===== config.mk =====
export PLATFORM = sky130hd
export DESIGN_NAME = tag_lru_array
export DESIGN_NICKNAME = d
export VERILOG_FILES = /design/src/rtl/tag_lru_pkg.sv /design/src/rtl/tag_lru_age_update.sv /design/src/rtl/tag_lru_array.sv
export SDC_FILE = /design/constraint.sdc
export NUM_CORES = 2
export LEC_CHECK = 0
export BUFFER_PORTS_ARGS = -buffer_cell sky130_fd_sc_hd__buf_2
export CAP_MARGIN = 20
export CORE_MARGIN = 2
export CORE_UTILIZATION = 60
export CTS_BUF_LIST = sky130_fd_sc_hd__clkbuf_4 sky130_fd_sc_hd__clkbuf_8
export DETAILED_ROUTE_END_ITERATION = 6
export PLACE_DENSITY = 0.77
export SLEW_MARGIN = 25
export SYNTH_ARGS = -nofsm -noshare
export SYNTH_HDL_FRONTEND = slang
export SYNTH_MEMORY_MAX_BITS = 65536
export SYNTH_SLANG_ARGS = --single-unit

===== constraint.sdc =====
create_clock -name clk -period 6.3 [get_ports clk]
set_input_delay 1.26 -clock clk [delete_from_list [all_inputs] [get_ports clk]]
set_output_delay 1.26 -clock clk [all_outputs]
set_load 0.01 [all_outputs]

===== src/rtl/tag_lru_pkg.sv =====
// Shared types for the set-associative tag/LRU array.
// Entry parity exists only when TAG_LRU_ARRAY_PARITY_EN is defined.
package tag_lru_pkg;

  // Upper bounds on stored field widths. Narrower instances zero-extend into them.
  localparam int unsigned TAG_MAX_W = 32;
  localparam int unsigned AGE_MAX_W = 3;

  typedef enum logic {
    ST_IDLE  = 1'b0,
    ST_FLUSH = 1'b1
  } state_t;

  typedef struct packed {
`ifdef TAG_LRU_ARRAY_PARITY_EN
    logic                 parity;
`endif
    logic                 valid;
    logic [TAG_MAX_W-1:0] tag;
    logic [AGE_MAX_W-1:0] age;
  } entry_t;

  // Empty entry whose age equals its way index.
  function automatic entry_t reset_entry(input int unsigned way);
    entry_t e;
    e     = '0;
    e.age = AGE_MAX_W'(way);
    return e;
  endfunction

endpackage


===== src/rtl/tag_lru_age_update.sv =====
// Next-age vector for one set after the given way is touched: the touched way
// becomes MRU and every way younger than its old age ages by one.
module tag_lru_age_update #(
  parameter int unsigned WAYS  = 2,
  parameter int unsigned AGE_W = 3,
  parameter int unsigned WAY_W = 1
) (
  input  logic [WAYS-1:0][AGE_W-1:0] ages,
  input  logic [WAY_W-1:0]           way,
  output logic [WAYS-1:0][AGE_W-1:0] next_ages_c
);

  logic [AGE_W-1:0] old_age;

  always_comb begin
    next_ages_c = ages;
    old_age     = ages[way];
    for (int w = 0; w < int'(WAYS); w++) begin
      if (WAY_W'(w) == way) begin
        next_ages_c[w] = '0;
      end else if (ages[w] < old_age) begin
        next_ages_c[w] = ages[w] + AGE_W'(1);
      end
    end
  end

endmodule


===== src/rtl/tag_lru_array.sv =====
// Set-associative tag array with per-set true-LRU ages and a one-set-per-cycle flush sweep.
// Optional entry parity and resp_perr port: define TAG_LRU_ARRAY_PARITY_EN.
module tag_lru_array
  import tag_lru_pkg::*;
#(
  parameter  int unsigned SETS  = 64,
  parameter  int unsigned WAYS  = 2,
  parameter  int unsigned TAG_W = 7,
  localparam int unsigned SET_W = $clog2(SETS),
  localparam int unsigned WAY_W = $clog2(WAYS)
) (
  input  logic             clk,
  input  logic             rst,
  input  logic             lookup_valid,
  input  logic [SET_W-1:0] lookup_set,
  input  logic [TAG_W-1:0] lookup_tag,
  output logic             lookup_ready,
  output logic             resp_valid,
  output logic             resp_hit,
  output logic [WAY_W-1:0] resp_way,
  input  logic             fill_valid,
  input  logic [SET_W-1:0] fill_set,
  input  logic [TAG_W-1:0] fill_tag,
  input  logic             flush_req,
  output logic             busy
`ifdef TAG_LRU_ARRAY_PARITY_EN
  ,
  output logic             resp_perr
`endif
);

  state_t           state;
  state_t           state_next;
  logic [SET_W-1:0] flush_ptr;
  entry_t           entries [SETS][WAYS];

  logic             sweep;
  logic             lk_acc;
  logic             fl_acc;
  logic             lk_hit;
  logic             lk_ok;
  logic [WAY_W-1:0] lk_hit_way;
  logic [WAY_W-1:0] lk_vic;
  logic [WAY_W-1:0] fl_vic;
  entry_t           lk_e;
`ifdef TAG_LRU_ARRAY_PARITY_EN
  logic             lk_perr;
`endif

  logic [WAYS-1:0][AGE_MAX_W-1:0] lk_ages;
  logic [WAYS-1:0][AGE_MAX_W-1:0] lk_ages_next;
  logic [WAYS-1:0][AGE_MAX_W-1:0] fl_ages;
  logic [WAYS-1:0][AGE_MAX_W-1:0] fl_ages_next;

  // Lowest invalid way, otherwise the LRU way.
  function automatic logic [WAY_W-1:0] victim_of(input logic [SET_W-1:0] s);
    logic [WAY_W-1:0] v;
    v = '0;
    for (int w = 0; w < int'(WAYS); w++) begin
      if (entries[s][w].age == AGE_MAX_W'(WAYS - 1)) v = WAY_W'(w);
    end
    for (int w = int'(WAYS) - 1; w >= 0; w--) begin
      if (!entries[s][w].valid) v = WAY_W'(w);
    end
    return v;
  endfunction

  // FSM state register.
  always_ff @(posedge clk) begin
    if (rst) state <= ST_IDLE;
    else     state <= state_next;
  end

  // FSM next state: flush requests are only taken from IDLE.
  always_comb begin
    state_next = state;
    case (state)
      ST_IDLE:  if (flush_req) state_next = ST_FLUSH;
      ST_FLUSH: if (flush_ptr == SET_W'(SETS - 1)) state_next = ST_IDLE;
      default:  state_next = ST_IDLE;
    endcase
  end

  // FSM outputs: a flush request drops any same-cycle lookup or fill.
  always_comb begin
    sweep  = 1'b0;
    lk_acc = 1'b0;
    fl_acc = 1'b0;
    if (state == ST_FLUSH) begin
      sweep = 1'b1;
    end else begin
      lk_acc = lookup_valid && !flush_req;
      fl_acc = fill_valid && !flush_req;
    end
  end

  always_ff @(posedge clk) begin
    if (rst)        flush_ptr <= '0;
    else if (sweep) flush_ptr <= flush_ptr + SET_W'(1);
  end

  // Tag compare against pre-update state; lowest matching way wins.
  always_comb begin
    lk_hit     = 1'b0;
    lk_hit_way = '0;
    lk_ok      = 1'b1;
    lk_e       = '0;
`ifdef TAG_LRU_ARRAY_PARITY_EN
    lk_perr    = 1'b0;
`endif
    for (int w = int'(WAYS) - 1; w >= 0; w--) begin
      lk_e = entries[lookup_set][w];
`ifdef TAG_LRU_ARRAY_PARITY_EN
      lk_ok = !(^{lk_e.parity, lk_e.valid, lk_e.tag});
      if (lk_e.valid && !lk_ok) lk_perr = 1'b1;
`endif
      if (lk_e.valid && lk_ok && lk_e.tag == TAG_MAX_W'(lookup_tag)) begin
        lk_hit     = 1'b1;
        lk_hit_way = WAY_W'(w);
      end
    end
  end

  always_comb begin
    lk_vic = victim_of(lookup_set);
    fl_vic = victim_of(fill_set);
    for (int w = 0; w < int'(WAYS); w++) begin
      lk_ages[w] = entries[lookup_set][w].age;
      fl_ages[w] = entries[fill_set][w].age;
    end
  end

  tag_lru_age_update #(
    .WAYS  (WAYS),
    .AGE_W (AGE_MAX_W),
    .WAY_W (WAY_W)
  ) u_lk_age (
    .ages        (lk_ages),
    .way         (lk_hit_way),
    .next_ages_c (lk_ages_next)
  );

  tag_lru_age_update #(
    .WAYS  (WAYS),
    .AGE_W (AGE_MAX_W),
    .WAY_W (WAY_W)
  ) u_fl_age (
    .ages        (fl_ages),
    .way         (fl_vic),
    .next_ages_c (fl_ages_next)
  );

  // Entry storage: reset/flush restore, hit promotion, fill install.
  always_ff @(posedge clk) begin
    if (rst) begin
      for (int s = 0; s < int'(SETS); s++) begin
        for (int w = 0; w < int'(WAYS); w++) begin
          entries[s][w] <= reset_entry(w);
        end
      end
    end else if (sweep) begin
      for (int w = 0; w < int'(WAYS); w++) begin
        entries[flush_ptr][w] <= reset_entry(w);
      end
    end else begin
      // On a same-set collision the fill's promotion supersedes the hit's.
      if (lk_acc && lk_hit && !(fl_acc && fill_set == lookup_set)) begin
        for (int w = 0; w < int'(WAYS); w++) begin
          entries[lookup_set][w].age <= lk_ages_next[w];
        end
      end
      if (fl_acc) begin
        for (int w = 0; w < int'(WAYS); w++) begin
          entries[fill_set][w].age <= fl_ages_next[w];
        end
        entries[fill_set][fl_vic].valid <= 1'b1;
        entries[fill_set][fl_vic].tag   <= TAG_MAX_W'(fill_tag);
`ifdef TAG_LRU_ARRAY_PARITY_EN
        entries[fill_set][fl_vic].parity <= ^{1'b1, TAG_MAX_W'(fill_tag)};
`endif
      end
    end
  end

  // Registered response and status.
  always_ff @(posedge clk) begin
    if (rst) begin
      busy         <= 1'b0;
      lookup_ready <= 1'b1;
      resp_valid   <= 1'b0;
      resp_hit     <= 1'b0;
      resp_way     <= '0;
`ifdef TAG_LRU_ARRAY_PARITY_EN
      resp_perr    <= 1'b0;
`endif
    end else begin
      busy         <= (state_next == ST_FLUSH);
      lookup_ready <= (state_next != ST_FLUSH);
      resp_valid   <= lk_acc;
      resp_hit     <= lk_acc && lk_hit;
      resp_way     <= !lk_acc ? '0 : (lk_hit ? lk_hit_way : lk_vic);
`ifdef TAG_LRU_ARRAY_PARITY_EN
      resp_perr    <= lk_acc && lk_perr;
`endif
    end
  end

endmodule


==> results.sh <==
export IMPL_h_tree_depth=4
export IMPL_peakVddDrop_mv=0.2317
export IMPL_hp_start="entries[60][10]"
export IMPL_hold_class="flip-flop to flip-flop"
export IMPL_dieArea_um2=123300
export IMPL_drcViolationCount=19
export IMPL_status="finished with violations"
export IMPL_pre_cts_ws_ps=-664.8
export IMPL_nNetsFinal=6310
export IMPL_dp_cells=7651
export IMPL_r2r_start="entries[3][6]"
export IMPL_drive_above_1_share=0.2521
export IMPL_syn_num_nets=5806
export IMPL_vias=60128
export IMPL_yosysTopAreaCellShare=0.5315
export IMPL_cp_end_kind="flip-flop"
export IMPL_cp_arrival_ps=7000
export IMPL_postLayoutCoreUtil=0.7054
export IMPL_cts_clk_slew_worst_paths_ps=70
export IMPL_yosysMostFrequentCell="edfxtp_1"
export IMPL_crit_type="primary input to flip-flop"
export IMPL_synth_area_top_cells="edfxtp_1, and3_1, mux4_2, mux2i_1, dfxtp_1"
export IMPL_seq_area_um2=41220
export IMPL_netlist_area_um2=72320
export IMPL_p_leak_uw=0.03472
export IMPL_crit_required_ps=7020
export IMPL_total_power_uw=22070
export IMPL_clk_latency_ps=1030
export IMPL_synth_flop_cell="edfxtp_1"
export IMPL_post_drt_wl_per_cell_um=38.27
export IMPL_worstSetupStartpointType="primary input"
export IMPL_synth_edf_count=1280
export IMPL_grt_pass1_vias=57082
export IMPL_row_count=127
export IMPL_power_per_cell_area_nw_per_um2=261.1
export IMPL_place_congestion=1.098
export IMPL_rsz0062_at_grt="no"
export IMPL_numClockSinks=1419
export IMPL_drv_cap=0
export IMPL_drtAntennaViolNets=0
export IMPL_fin_cells=8081
export IMPL_synth_cells=5762
export IMPL_antenna_found_initial=33
export IMPL_timing_final_crit_share=0.9967
export IMPL_hold_violations=0
export IMPL_dieWidth_um=351.2
export IMPL_fin_skew_ps=66.12
export IMPL_cts_tree="done"
export IMPL_grt_pass1_wl_um=427800
export IMPL_die_h_um=351.2
export IMPL_max_freq_mhz=159.3
export IMPL_drv_slew=0
export IMPL_wl_um=309200
export IMPL_slew_headroom=0.1996
export IMPL_dr_pass1_iters=7
export IMPL_ios=36
export IMPL_drt_initial_drc_count=10694
export IMPL_cts_resized=0
export IMPL_syn_to_final_growth_pct=16.87
export IMPL_synth_seq_area_share=0.5700
export IMPL_syn_mean_instance_area_um2=12.55
export IMPL_synth_top_cell_by_area="edfxtp_1"
export IMPL_crit_fanout=23
export IMPL_initial_core_util=0.6036
export IMPL_post_synth_num_cell_types=89
export IMPL_root_buffer="clkbuf_8"
export IMPL_crit_start="lookup_set[0]"
export IMPL_worst_slew_pin_slew_ps=1201
export IMPL_grt_use_total=0.4991
export IMPL_multiInputGateArea_um2=28180
export IMPL_fin_crit_ps=6279
export IMPL_core_area_um2=119800
export IMPL_violations="design-rule violations"
export IMPL_via_per_inst=7.441
export IMPL_cts_hold_buf=0
export IMPL_ys_async_sr_fraction=0
export IMPL_cts_buffer_depth=3
export IMPL_cts_setup_buffers=0
export IMPL_ys_ff_latch=1419
export IMPL_fillCellCount=8390
export IMPL_finalSetupViolations=0
export IMPL_grt_max_degree=272
export IMPL_synth_common_cells="edfxtp_1, and3_1, clkbuf_1"
export IMPL_place_hpwl_um=215800
export IMPL_cts_buffers=224
export IMPL_gr_total_overflow=0
export IMPL_io_buffers=35
export IMPL_worst_slack_ps=20.85
export IMPL_yosys_warnings=0
-- area by class of cell --
cell class | count | area share
inverters | 36 | 0.001599
well taps | 1612 | 0.02386
clock buffers | 308 | 0.04483
diodes | 14 | 0.0004145
flip-flops and latches | 1419 | 0.4877
multi-input cells | 3660 | 0.3334
repair buffers | 925 | 0.09907
clock inverters | 107 | 0.009119
-- per-layer routing --
metal | GRT usage | up-vias | wire length, µm
met5 | 0.009812 | - | 415
met4 | 0.3808 | 36 | 29350
met3 | 0.1817 | 1417 | 46890
met2 | 0.7215 | 5445 | 131400
met1 | 0.6110 | 29255 | 101100
li1 | - | 23975 | -
-- path summary, 6_finish.rpt --
path | slack [ps] | cells past startpoint | to
min | 500 | 1 | entries[60][10]
max | 20 | 23 | entries[33][0]
min reg2reg | 500 | 1 | entries[60][10]
max reg2reg | 430 | 20 | entries[33][0]
-- flip-flops by register name (all words and copies together) (netlist names) --
name / cells
busy: 1
entries: 1408
lookup_ready: 1
resp_hit: 1
resp_valid: 1
flush_ptr: 6
resp_way: 1
-- cells by family after synthesis --
kind of cell	count (synthesis)	share of synthesized area
flops	1419	0.5700
buf+inv	683	0.04349
compound gates	1299	0.1258
xor+xnor	36	0.004360
mux	607	0.1242
simple gates	1704	0.1298
fa+ha+maj	14	0.002388
-- report_power, final --
group	switching [µW]	internal [µW]
Sequential	146	10500
Clock	3940	4180
Combinational	2150	1110
-- critical path, stage by stage --
cell and delay [ps]:
buf_8 160, buf_12 240, buf_4 370, mux2i_1 130, a22oi_1 340, a21oi_1 220
nor4_1 850, xor2_1 240, o41ai_1 90, buf_4 150, and2_1 160, a211oi_1 710
buf_4 270, mux2i_1 270, ha_1 300, nand2_1 70, nand2_1 50, o22ai_1 260
nor2_2 90, buf_4 220, buf_12 150, nor3b_1 230, o31ai_1 90
-- placed cells by master (no fill, tap or decap), types with 17 or more instances in the layout --
cell type	n
a21oi_2	24
o32ai_1	62
nand2_1	364
mux2i_1	356
clkinv_1	53
buf_2	23
clkbuf_8	236
buf_4	783
nor3b_1	21
clkinv_2	40
nor2b_1	17
dfxtp_1	139
nor2_1	141
o21ai_0	80
a211oi_1	29
nor4_1	30
clkbuf_4	72
inv_1	31
a221oi_1	18
mux4_2	227
nand4_1	18
o221ai_1	35
a21oi_1	162
a22oi_1	280
edfxtp_1	1280
and3_1	921
xnor2_1	23
nand3_1	66
o22ai_1	355
a22o_1	137
buf_12	116
-- stage by stage --
step	area, µm²	hold slack [ps]	TNS [ps]
final	84520	497.9	0
after global routing	84490	517.8	0
after floorplan	72380	440.6	0
after detailed placement	79890	474.3	-223000
after global placement	79880	472.0	-201020
after CTS	84450	491.3	0
Note: power is estimated with default switching activity, not from simulation.
